--- config.mk ---
export PLATFORM = sky130hd
export DESIGN_NAME = id_ex_stage
export DESIGN_NICKNAME = d
export VERILOG_FILES = /design/src/rtl/id_ex_stage.sv
export SDC_FILE = /design/constraint.sdc
export NUM_CORES = 1
export LEC_CHECK = 0
export ABC_AREA = 1
export CELL_PAD_IN_SITES_DETAIL_PLACEMENT = 1
export CELL_PAD_IN_SITES_GLOBAL_PLACEMENT = 2
export CORE_MARGIN = 2
export CORE_UTILIZATION = 24
export CTS_CLUSTER_SIZE = 20
export DETAILED_ROUTE_END_ITERATION = 16
export PLACE_DENSITY = 0.85
export SYNTH_ARGS = -nofsm -noshare
export SYNTH_HDL_FRONTEND = slang
export SYNTH_SLANG_ARGS = --single-unit
export TNS_END_PERCENT = 30
--- constraint.sdc ---
create_clock -name clk -period 4 [get_ports clk]
set_input_delay 0.8 -clock clk [delete_from_list [all_inputs] [get_ports clk]]
set_output_delay 0.8 -clock clk [all_outputs]
set_load 0.03 [all_outputs]
--- src/rtl/id_ex_stage.sv ---
// ID decode, WB->ID bypass, load-use detection and the ID/EX pipeline register.
// All ex_* outputs come straight from the register; stall_if is the only combinational output.
module id_ex_stage #(
    parameter int XLEN  = 64,
    parameter int CNT_W = 16
) (
    input  logic             clk,
    input  logic             reset,
    input  logic [XLEN-1:0]  if_pc,
    input  logic [31:0]      if_instr,
    input  logic             if_valid,
    output logic [4:0]       rf_rs1,
    output logic [4:0]       rf_rs2,
    input  logic [XLEN-1:0]  rf_data1,
    input  logic [XLEN-1:0]  rf_data2,
    input  logic [4:0]       wb_rd,
    input  logic [XLEN-1:0]  wb_data,
    input  logic             wb_reg_write,
    input  logic             flush,
    input  logic             ex_hold,
    output logic             stall_if,
    output logic             ex_valid,
    output logic [XLEN-1:0]  ex_pc,
    output logic [XLEN-1:0]  ex_rs1_data,
    output logic [XLEN-1:0]  ex_rs2_data,
    output logic [XLEN-1:0]  ex_imm,
    output logic [4:0]       ex_rs1,
    output logic [4:0]       ex_rs2,
    output logic [4:0]       ex_rd,
    output logic [2:0]       ex_funct3,
    output logic             ex_funct7b5,
    output logic [1:0]       ex_alu_op,
    output logic             ex_alu_src,
    output logic             ex_mem_read,
    output logic             ex_mem_write,
    output logic             ex_mem_to_reg,
    output logic             ex_reg_write,
    output logic             ex_branch,
    output logic [CNT_W-1:0] lu_stall_cnt
);

    localparam logic [6:0] OP_R  = 7'b0110011;
    localparam logic [6:0] OP_I  = 7'b0010011;
    localparam logic [6:0] OP_LD = 7'b0000011;
    localparam logic [6:0] OP_ST = 7'b0100011;
    localparam logic [6:0] OP_BR = 7'b1100011;

    typedef struct packed {
        logic [1:0] alu_op;
        logic       alu_src;
        logic       mem_read;
        logic       mem_write;
        logic       mem_to_reg;
        logic       reg_write;
        logic       branch;
    } ctl_t;

    typedef struct packed {
        logic            valid;
        logic [XLEN-1:0] pc;
        logic [XLEN-1:0] rs1_data;
        logic [XLEN-1:0] rs2_data;
        logic [XLEN-1:0] imm;
        logic [4:0]      rs1;
        logic [4:0]      rs2;
        logic [4:0]      rd;
        logic [2:0]      funct3;
        logic            funct7b5;
        ctl_t            ctl;
    } id_ex_t;

    id_ex_t          q;
    id_ex_t          d;
    ctl_t            ctl;
    logic [XLEN-1:0] imm;
    logic [6:0]      opcode;
    logic [4:0]      rd;
    logic            is_r, is_i, is_ld, is_st, is_br;
    logic            known;
    logic            use_rs2;
    logic            hazard;
    logic            bubble;
    logic            load;
    logic            live;

    assign opcode = if_instr[6:0];
    assign rd     = if_instr[11:7];
    assign rf_rs1 = if_instr[19:15];
    assign rf_rs2 = if_instr[24:20];

    assign is_r  = (opcode == OP_R);
    assign is_i  = (opcode == OP_I);
    assign is_ld = (opcode == OP_LD);
    assign is_st = (opcode == OP_ST);
    assign is_br = (opcode == OP_BR);

    always_comb begin
        ctl   = '0;
        imm   = '0;
        known = 1'b0;
        unique case (1'b1)
            is_r: begin
                known         = 1'b1;
                ctl.alu_op    = 2'b10;
                ctl.reg_write = 1'b1;
            end
            is_i: begin
                known         = 1'b1;
                ctl.alu_op    = 2'b10;
                ctl.alu_src   = 1'b1;
                ctl.reg_write = 1'b1;
                imm = {{(XLEN-12){if_instr[31]}}, if_instr[31:20]};
            end
            is_ld: begin
                known          = 1'b1;
                ctl.alu_src    = 1'b1;
                ctl.mem_read   = 1'b1;
                ctl.mem_to_reg = 1'b1;
                ctl.reg_write  = 1'b1;
                imm = {{(XLEN-12){if_instr[31]}}, if_instr[31:20]};
            end
            is_st: begin
                known         = 1'b1;
                ctl.alu_src   = 1'b1;
                ctl.mem_write = 1'b1;
                imm = {{(XLEN-12){if_instr[31]}},
                       if_instr[31:25], if_instr[11:7]};
            end
            is_br: begin
                known      = 1'b1;
                ctl.alu_op = 2'b01;
                ctl.branch = 1'b1;
                imm = {{(XLEN-13){if_instr[31]}}, if_instr[31],
                       if_instr[7], if_instr[30:25],
                       if_instr[11:8], 1'b0};
            end
            default: ;
        endcase
        if (rd == 5'd0) ctl.reg_write = 1'b0;
    end

    assign use_rs2 = is_r | is_st | is_br;
    assign live    = if_valid & known;

    // Register file writes on the same edge we sample, so WB data wins here.
    always_comb begin
        d          = '0;
        d.valid    = live;
        d.pc       = if_pc;
        d.rs1_data = (wb_reg_write && wb_rd != 5'd0 && wb_rd == rf_rs1)
                     ? wb_data : rf_data1;
        d.rs2_data = (wb_reg_write && wb_rd != 5'd0 && wb_rd == rf_rs2)
                     ? wb_data : rf_data2;
        d.imm      = imm;
        d.rs1      = rf_rs1;
        d.rs2      = rf_rs2;
        d.rd       = rd;
        d.funct3   = if_instr[14:12];
        d.funct7b5 = if_instr[30];
        d.ctl      = live ? ctl : '0;
    end

    assign hazard = q.valid && q.ctl.mem_read && q.rd != 5'd0 && if_valid &&
                    (q.rd == rf_rs1 || (q.rd == rf_rs2 && use_rs2));

    assign bubble   = flush || (!ex_hold && hazard);
    assign load     = !flush && !ex_hold && !hazard;
    assign stall_if = reset && (hazard || ex_hold) && !flush;

    always_ff @(posedge clk or negedge reset) begin
        if (!reset) begin
            q <= '0;
        end else if (bubble) begin
            q <= '0;
        end else if (load) begin
            q <= d;
        end
    end

    always_ff @(posedge clk or negedge reset) begin
        if (!reset) begin
            lu_stall_cnt <= '0;
        end else if (!flush && !ex_hold && hazard &&
                     lu_stall_cnt != {CNT_W{1'b1}}) begin
            lu_stall_cnt <= lu_stall_cnt + CNT_W'(1);
        end
    end

    assign ex_valid      = q.valid;
    assign ex_pc         = q.pc;
    assign ex_rs1_data   = q.rs1_data;
    assign ex_rs2_data   = q.rs2_data;
    assign ex_imm        = q.imm;
    assign ex_rs1        = q.rs1;
    assign ex_rs2        = q.rs2;
    assign ex_rd         = q.rd;
    assign ex_funct3     = q.funct3;
    assign ex_funct7b5   = q.funct7b5;
    assign ex_alu_op     = q.ctl.alu_op;
    assign ex_alu_src    = q.ctl.alu_src;
    assign ex_mem_read   = q.ctl.mem_read;
    assign ex_mem_write  = q.ctl.mem_write;
    assign ex_mem_to_reg = q.ctl.mem_to_reg;
    assign ex_reg_write  = q.ctl.reg_write;
    assign ex_branch     = q.ctl.branch;

endmodule

==> results.json, run 1 <==
{
  "status": "complete, no violations",
  "p_leak_nw": 9.58,
  "syn2layout_area_growth_pct": 54.9,
  "synth_top_area_cell": "dfrtp_1",
  "ir_drop_mv": 0.309,
  "cpPeakStageDelay_ns": 0.60,
  "final_util": 0.376,
  "dieWidth_um": 240,
  "fin_crit_ns": 3.45,
  "cp_common_cell": "nand2_1",
  "total_power_mw": 7.11,
  "cts_hold_buf": 0,
  "synth_common_cells": "nand2_1, dfrtp_1, nand4_1, nand3_1, o21ai_0",
  "use_met2": 0.356,
  "drt-total-wl_um": 62500,
  "finalCritPeriodShare": 0.862,
  "r2r_cells": 10,
  "yosys.area.top_type_share": 0.464,
  "crit_type": "primary input to output pin",
  "grt.met1_usage": 0.272,
  "initial_utilization": 0.242,
  "clk_pin_slew_ns": 0.05,
  "overflow": 0,
  "syn-num-nets": 2099,
  "cts-buffers-inserted": 31,
  "yosysWarnings": 0,
  "ant_nets": 0,
  "cp-end-kind": "output pin",
  "grt_pass1_wl_um": 93700,
  "row_count": 86,
  "fin_skew_ns": 0.00966,
  "wl_per_cell_um": 20.6,
  "first_pass_iters": 5,
  "ys_seq_area_frac": 0.464,
  "hold_viol_final": 0,
  "dieArea_um2": 57400,
  "cp-start-kind": "primary input",
  "fill_cells": 6625,
  "cp.arrival_ns": 2.65,
  "port_buffers": 609,
  "cts_setup_buffers": 0,
  "finalSetupViolCount": 0,
  "r2r_start": "ex_rd[4]",
  "top_usage_layer": "met2",
  "drt-initial-drc-count": 704,
  "ys_types": 32,
  "gp_congestion": 0.840,
  "grt.met3_usage": 0.0362,
  "powerDensity_nw_per_um2": 344,
  "nNetsFinal": 2565,
  "routed-via-count": 14400,
  "yosys.cell_count.top_type": "nand2_1",
  "drive_above_1_share": 0.0437,
  "antenna_found_initial": 3,
  "die_h_um": 240,
  "synth_area_leaders": "dfrtp_1, nand2_1, nand4_1",
  "grt_pass1_vias": 14800,
  "maxCapViolations": 0,
  "hpwl_um": 43400,
  "synthFlopType": "dfrtp_1",
  "routed_via_density": 4.74,
  "worst_slew_pin_slew_ns": 0.956,
  "tritoncts": "yes",
  "crit_slowest_cell": "clkdlybuf4s50_1",
  "cts.sinks": 247,
  "cts_root_buffer": "clkbuf_16",
  "avgSynthCellArea_um2": 7.41,
  "grt_usage": 0.210,
  "ys_ff_latch": 247,
  "core-area_um2": 55000,
  "cts_resized": 0,
  "rr_endpoint": "ex_pc[16]",
  "tns_ns": 0,
  "clk_latency_ns": 0.57,
  "grt_max_degree": 143,
  "critPathMaxFanout": 5,
  "maxSlewHeadroom": 0.363,
  "critPathRequiredTime_ns": 3.20,
  "path_cells": "clkdlybuf4s50_1 > inv_1 > nand2_1 > nand2_1 > nor2_1 > nand3_2 > nand2_2 > nand2_4 > nand2_2 > nand2_1 > nor2_1 > buf_4",
  "htree_num_levels": 1,
  "synth_edf_count": 0,
  "netlist_area_um2": 13300,
  "cts.path.max_buffers": 3,
  "r2r_slack_ns": 1.71,
  "finalMaxSlewViolations": 0,
  "synth_cells": 1799,
  "drcViolationCount": 0,
  "hold_path.class": "primary input to async pin",
  "ioPinCount": 610,
  "rsz0062_at_grt": "false",
  "max_freq_mhz": 290,
  "async_flop_share": 1.00
}
## layout by cell type (no fill, tap or decap), types with 12 or more instances in the layout
master / Yosys / layout
nand2_1: 839 / 837
clkdlybuf4s50_1: 0 / 607
dfrtp_1: 247 / 247
nand4_1: 165 / 165
nand3_1: 151 / 151
o21ai_0: 72 / 72
clkbuf_16: 0 / 31
nor2_1: 33 / 29
inv_1: 28 / 28
xor2_1: 13 / 13
buf_4: 65 / 12
## metrics by stage
stage               hold slack [ns]  area (µm²)  cells  setup slack (ns)
global route                  0.111       20600   3039             0.416
detailed placement            0.466       19600   2980             0.533
CTS                           0.106       20600   3036             0.519
global placement              0.463       19600   2980             0.579
finish                        0.112       20600   3039             0.553
floorplan                     0.504       13300   1799              1.08
## metal layers
metal,routed length (µm),part of all wire
met1,26700,0.43
met2,30400,0.49
met3,3400,0.054
met4,2030,0.033
met5,0,0
## critical path, delay by kind of cell
| family | cells | cell delay [ns] |
|---|---|---|
| simple gates | 9 | 0.92 |
| buf+inv | 3 | 0.91 |
## cell type report
type,count,area [µm²],area share
Antenna cell,3,7.51,0.000364
Clock buffer,48,950,0.0460
Clock inverter,8,123,0.00594
Inverter,38,150,0.00727
Multi-Input combinational cell,1317,5920,0.287
Sequential cell,247,6180,0.299
Tap cell,748,936,0.0453
Timing Repair Buffer,630,6380,0.309
## sequential cells by signal, summed over array words and instances, names as in the netlist, 3 cells and up
signal        flops
ex_rs1            5
ex_rs2            5
ex_rs1_data      64
ex_pc            64
ex_funct3         3
ex_rd             5
ex_rs2_data      64
ex_imm           13
lu_stall_cnt     16
## cells by family after synthesis
logic type	Yosys count	synth area share
xor gates and xnor gates	16	0.0105
adders and majority gates	1	0.000939
and+or+nand+nor	1209	0.393
DFF	247	0.464
buffers and inverters	235	0.0954
AOI/OAI and AO/OA	91	0.0360
## power breakdown
| part | switching [mW] | internal (mW) | total (mW) |
|---|---|---|---|
| registers | 0.0767 | 2.62 | 2.70 |
| logic | 0.835 | 0.604 | 1.44 |
| clock network | 1.16 | 1.81 | 2.97 |
| total | 2.07 | 5.03 | 7.11 |
## worst max path at each step
stage / startpoint / to / slack, ns / cells after the start
CTS: if_instr[24] / stall_if / 0.52 / 12
finish: if_instr[24] / stall_if / 0.55 / 12
global placement: if_instr[5] / stall_if / 0.58 / 10
floorplan: if_instr[3] / stall_if / 1.08 / 10
detailed placement: if_instr[24] / stall_if / 0.53 / 12
global route: if_instr[24] / stall_if / 0.42 / 12
(Power assumes the default switching activity.)
==> run 2, diff against run 1 <==
- CELL_PAD_IN_SITES_DETAIL_PLACEMENT: 1 -> default
- CELL_PAD_IN_SITES_GLOBAL_PLACEMENT: 2 -> default
- CORE_AREA: default -> 2 2 239 241
- CORE_MARGIN: 2 -> default
- CORE_UTILIZATION: 24 -> default
- DIE_AREA: default -> 0 0 241 243
- PLACE_DENSITY: 0.85 -> 0.49
==> results.json, run 2 (synthesized netlist as in run 1, its figures left out) <==
{
  "status": "complete, no violations",
  "clk_pin_slew_ns": 0.06,
  "drcViolationCount": 0,
  "cp-end-kind": "output pin",
  "maxCapViolations": 0,
  "finalMaxSlewViolations": 0,
  "final_cell_area_um2": 20800,
  "final_cell_mix": "nand2_1, clkdlybuf4s50_1, dfrtp_1",
  "cp-start-kind": "primary input",
  "fin_skew_ns": 0.0156,
  "dp_slack_ns": 0.616,
  "finalSetupViolCount": 0,
  "dieArea_um2": 58600,
  "rsz0062_at_grt": "false",
  "regArea_um2": 6180,
  "ant_nets": 0,
  "layout_setup_ws_ns": 0.638,
  "cts_root_buffer": "clkbuf_16",
  "placed_cells": 2996,
  "final_util": 0.372,
  "fin_crit_ns": 3.36,
  "critPathRequiredTime_ns": 3.20,
  "routed-via-count": 14300,
  "die_h_um": 243,
  "finalCritPeriodShare": 0.840,
  "grt_pass1_wl_um": 90500,
  "worst_slew_pin_slew_ns": 0.980,
  "cts_resized": 0,
  "wl_per_cell_um": 19.7,
  "crit_type": "primary input to output pin",
  "cts.path.max_buffers": 3,
  "tritoncts": "yes",
  "cts_hold_buf": 0,
  "cts-buffers-inserted": 34,
  "hpwl_um": 42000,
  "grt_usage": 0.201,
  "p_leak_nw": 9.66,
  "final_common_cell": "nand2_1",
  "gp_congestion": 0.902,
  "holdWs_ns": 0.135,
  "drt-initial-drc-count": 907,
  "drt-total-wl_um": 60500,
  "multi_input_area_um2": 5920,
  "hold_viol_final": 0,
  "fill_cells": 5902,
  "first_pass_iters": 5,
  "dieWidth_um": 241,
  "htree_num_levels": 2,
  "powerDensity_nw_per_um2": 351,
  "hold_path.class": "primary input to async pin",
  "max_freq_mhz": 297,
  "port_buffers": 609,
  "row_count": 87,
  "initial_utilization": 0.238,
  "drive_above_1_share": 0.0491,
  "grt_pass1_vias": 14100,
  "cts.sinks": 247,
  "tns_ns": 0,
  "maxSlewHeadroom": 0.347,
  "routed_via_density": 4.65,
  "nNetsFinal": 2576,
  "critPathMaxFanout": 4,
  "overflow": 0,
  "placed_area_um2": 19600,
  "ioPinCount": 610,
  "total_power_mw": 7.30,
  "antenna_found_initial": 9,
  "cp.arrival_ns": 2.56,
  "layoutNonFillerInstCount": 3067,
  "ir_drop_mv": 0.217,
  "syn2layout_area_growth_pct": 56.0,
  "cts_setup_buffers": 0,
  "grt_max_degree": 142,
  "core-area_um2": 56000,
  "clk_latency_ns": 0.54
}
run 2: cell count changes in the layout (fill, tap and decap cells not counted), sizes merged:
cell,delta
buf,+8
clkinv,+8
diode,+7
clkbuf,-3
clkinvlp,-3
inv,+2
bufinv,+1
run 2: power by group:
| group | internal (mW) | total [mW] | switching (mW) |
|---|---|---|---|
| Sequential | 2.62 | 2.70 | 0.0749 |
| Clock | 1.93 | 3.17 | 1.24 |
| Combinational | 0.607 | 1.44 | 0.828 |
| Total | 5.16 | 7.30 | 2.14 |
run 2: per-layer routing:
layer	routed length (µm)	track usage	vias up
li1	-	-	6794
met1	24800	0.256	6804
met2	29300	0.328	555
met3	4250	0.0431	117
met4	2100	0.0819	0
met5	0	0	-
run 2: path summary, 6_finish.rpt:
kind	startpoint	to	slack, ns	cells after the start
worst max-delay path	if_instr[5]	stall_if	0.64	10
min in group clk	ex_rs1_data[49]	ex_rs1_data[49]	0.48	2
worst min-delay path	reset	ex_rs2_data[50]	0.14	1
worst max register to register	ex_rd[3]	ex_rd[0]	1.71	10
max in group asynchronous	reset	ex_pc[56]	2.77	2
worst min register to register	ex_rs1_data[49]	ex_rs1_data[49]	0.48	2
run 2: critical path: stages:
cell and delay (ns):
clkdlybuf4s50_1 0.57, nand3_1 0.24, nor2_1 0.19, nand3_2 0.14, nand2_2 0.15, nand2_4 0.07, nand2_2 0.07, nand2_1 0.05
nor2_1 0.09, buf_4 0.19
run 2: layout make-up:
class | instances | area share
flip-flops and latches | 247 | 0.297
repair buffers | 638 | 0.309
inverters | 38 | 0.00734
diodes | 10 | 0.00120
clock inverters | 16 | 0.00993
multi-input cells | 1317 | 0.285
clock buffers | 45 | 0.0453
well taps | 756 | 0.0455
==> run 3, diff against run 2 <==
- CORE_AREA: 2 2 239 241 -> 2 2 241 243
- DIE_AREA: 0 0 241 243 -> 0 0 243 245
- PLACE_DENSITY: 0.49 -> 0.5
- clock period: 4 -> 2.8 ns (I/O delays scaled with it)
==> results.json, run 3 (synthesized netlist as in run 1, its figures left out) <==
{
  "cts.sinks": 247,
  "cts.path.max_buffers": 3,
  "min_from": "if_instr[21]",
  "nNetsFinal": 2602,
  "cts_root_buffer": "clkbuf_16",
  "drt-initial-drc-count": 964,
  "status": "complete, no violations",
  "placed_cells": 3033,
  "cts-buffers-inserted": 31,
  "initial_utilization": 0.234,
  "hold_viol_final": 0,
  "cpPeakStageDelay_ns": 0.46,
  "final_common_cell": "nand2_1",
  "clk_pin_slew_ns": 0.06,
  "dieArea_um2": 59500,
  "dp_slack_ns": -0.0916,
  "drive_above_1_share": 0.0628,
  "die_h_um": 245,
  "layout_setup_ws_ns": 0.0889,
  "worst_slew_pin_slew_ns": 1.18,
  "r2r_slack_ns": 0.73,
  "finalMaxSlewViolations": 0,
  "p_leak_nw": 9.78,
  "path_cells": "clkdlybuf4s50_1 > nand2_1 > inv_1 > nand3_2 > nor2_2 > nand3_2 > nand2_4 > nand2_8 > nand2_2 > nand2_1 > nor2_2 > buf_4",
  "core-area_um2": 57000,
  "hpwl_um": 41500,
  "routed_via_density": 4.61,
  "maxSlewHeadroom": 0.211,
  "rr_endpoint": "lu_stall_cnt[6]",
  "clk_latency_ns": 0.60,
  "wl_per_cell_um": 18.9,
  "routed-via-count": 14300,
  "crit_type": "primary input to output pin",
  "hold_path.class": "primary input to flop",
  "max_freq_mhz": 369,
  "startpoint": "if_instr[0]",
  "crit_slowest_cell": "clkdlybuf4s50_1",
  "row_count": 88,
  "critPathRequiredTime_ns": 2.24,
  "port_buffers": 609,
  "dieWidth_um": 243,
  "overflow": 0,
  "htree_num_levels": 1,
  "antenna_found_initial": 7,
  "finalSetupViolCount": 0,
  "fin_skew_ns": 0.0324,
  "ant_nets": 0,
  "drcViolationCount": 0,
  "cp-start-kind": "primary input",
  "holdWs_ns": 0.404,
  "maxCapViolations": 0,
  "r2r_cells": 8,
  "r2r_start": "lu_stall_cnt[0]",
  "gp_congestion": 0.883,
  "cp.arrival_ns": 2.15,
  "powerDensity_nw_per_um2": 473,
  "final_cell_mix": "nand2_1, clkdlybuf4s50_1, dfrtp_1",
  "first_pass_iters": 5,
  "grt_pass1_wl_um": 88000,
  "syn2layout_area_growth_pct": 58.0,
  "min_to": "ex_rs2[1]",
  "grt_max_degree": 164,
  "whs_path_depth": 3,
  "grt_usage": 0.189,
  "layoutNonFillerInstCount": 3096,
  "fin_crit_ns": 2.71,
  "finalCritPeriodShare": 0.968,
  "critPathMaxFanout": 2,
  "ioPinCount": 610,
  "grt_pass1_vias": 14000,
  "tns_ns": 0,
  "drt-total-wl_um": 58600,
  "ir_drop_mv": 0.486,
  "tritoncts": "yes",
  "cp-end-kind": "output pin"
}
==> run 3: cell types whose count changed in the layout (fill, tap and decap cells not counted), moves of 4 or more <==
| cell | before | now |
|---|---|---|
| dfrtp_1 | 247 | 242 |
| dfrtp_2 | 0 | 5 |
| nor2_1 | 29 | 25 |
| nor2_2 | 1 | 5 |
| buf_4 | 22 | 39 |
| buf_12 | 8 | 19 |
==> run 3: routing by layer <==
metal | share of wire | global-route usage | vias to the layer above
li1 | - | - | 6850
met1 | 0.43 | 0.249 | 6842
met2 | 0.48 | 0.314 | 509
met3 | 0.060 | 0.0339 | 87
met4 | 0.029 | 0.0585 | 0
met5 | 0 | 0 | -
==> run 3: report_power, final <==
group	leakage (nW)	internal [mW]	total, mW	switching [mW]
clock network	0.497	2.37	4.02	1.65
logic	5.98	0.901	2.09	1.19
registers	3.30	3.75	3.85	0.104
total	9.78	7.02	9.96	2.95
==> run 3: how the worst max path moves through the flow <==
stage / to / slack [ns] / cells after the start
floorplan: stall_if / 0.36 / 10
global placement: stall_if / -0.12 / 11
global route: stall_if / -0.004 / 12
detailed placement: stall_if / -0.09 / 11
finish: stall_if / 0.09 / 12
CTS: stall_if / 0.01 / 9
==> run 3: critical path, delay by kind of cell <==
kind,cells,cell delay (ns)
and+or+nand+nor,9,0.86
buffers and inverters,3,0.73
==> run 3: layout make-up <==
| class | instances | area (µm²) |
|---|---|---|
| tap | 765 | 957 |
| inverter | 38 | 150 |
| multi-input combinational | 1317 | 5950 |
| antenna | 7 | 17.5 |
| fill | 6052 | 36000 |
| timing repair buffer | 667 | 6780 |
| clock buffer | 42 | 877 |
| sequential | 247 | 6190 |
| clock inverter | 13 | 138 |
==> run 3: through the flow <==
step | instance area (µm²) | total power [mW] | utilization
after global routing | 21100 | 10.4 | 0.369
after global placement | 20000 | 6.01 | 0.350
final | 21100 | 9.96 | 0.369
after detailed placement | 20000 | 6.02 | 0.350
after floorplan | 13300 | 4.79 | -
after CTS | 21000 | 10.1 | 0.368
==> run 3: repair_timing <==
item                                    CTS  global route
endpoints found under the setup margin    1             1
gates resized for setup                   5             9
hold buffers                              1             0
setup buffers                             0             0
pin swaps                                 0             0
endpoints found under the hold margin    31             0
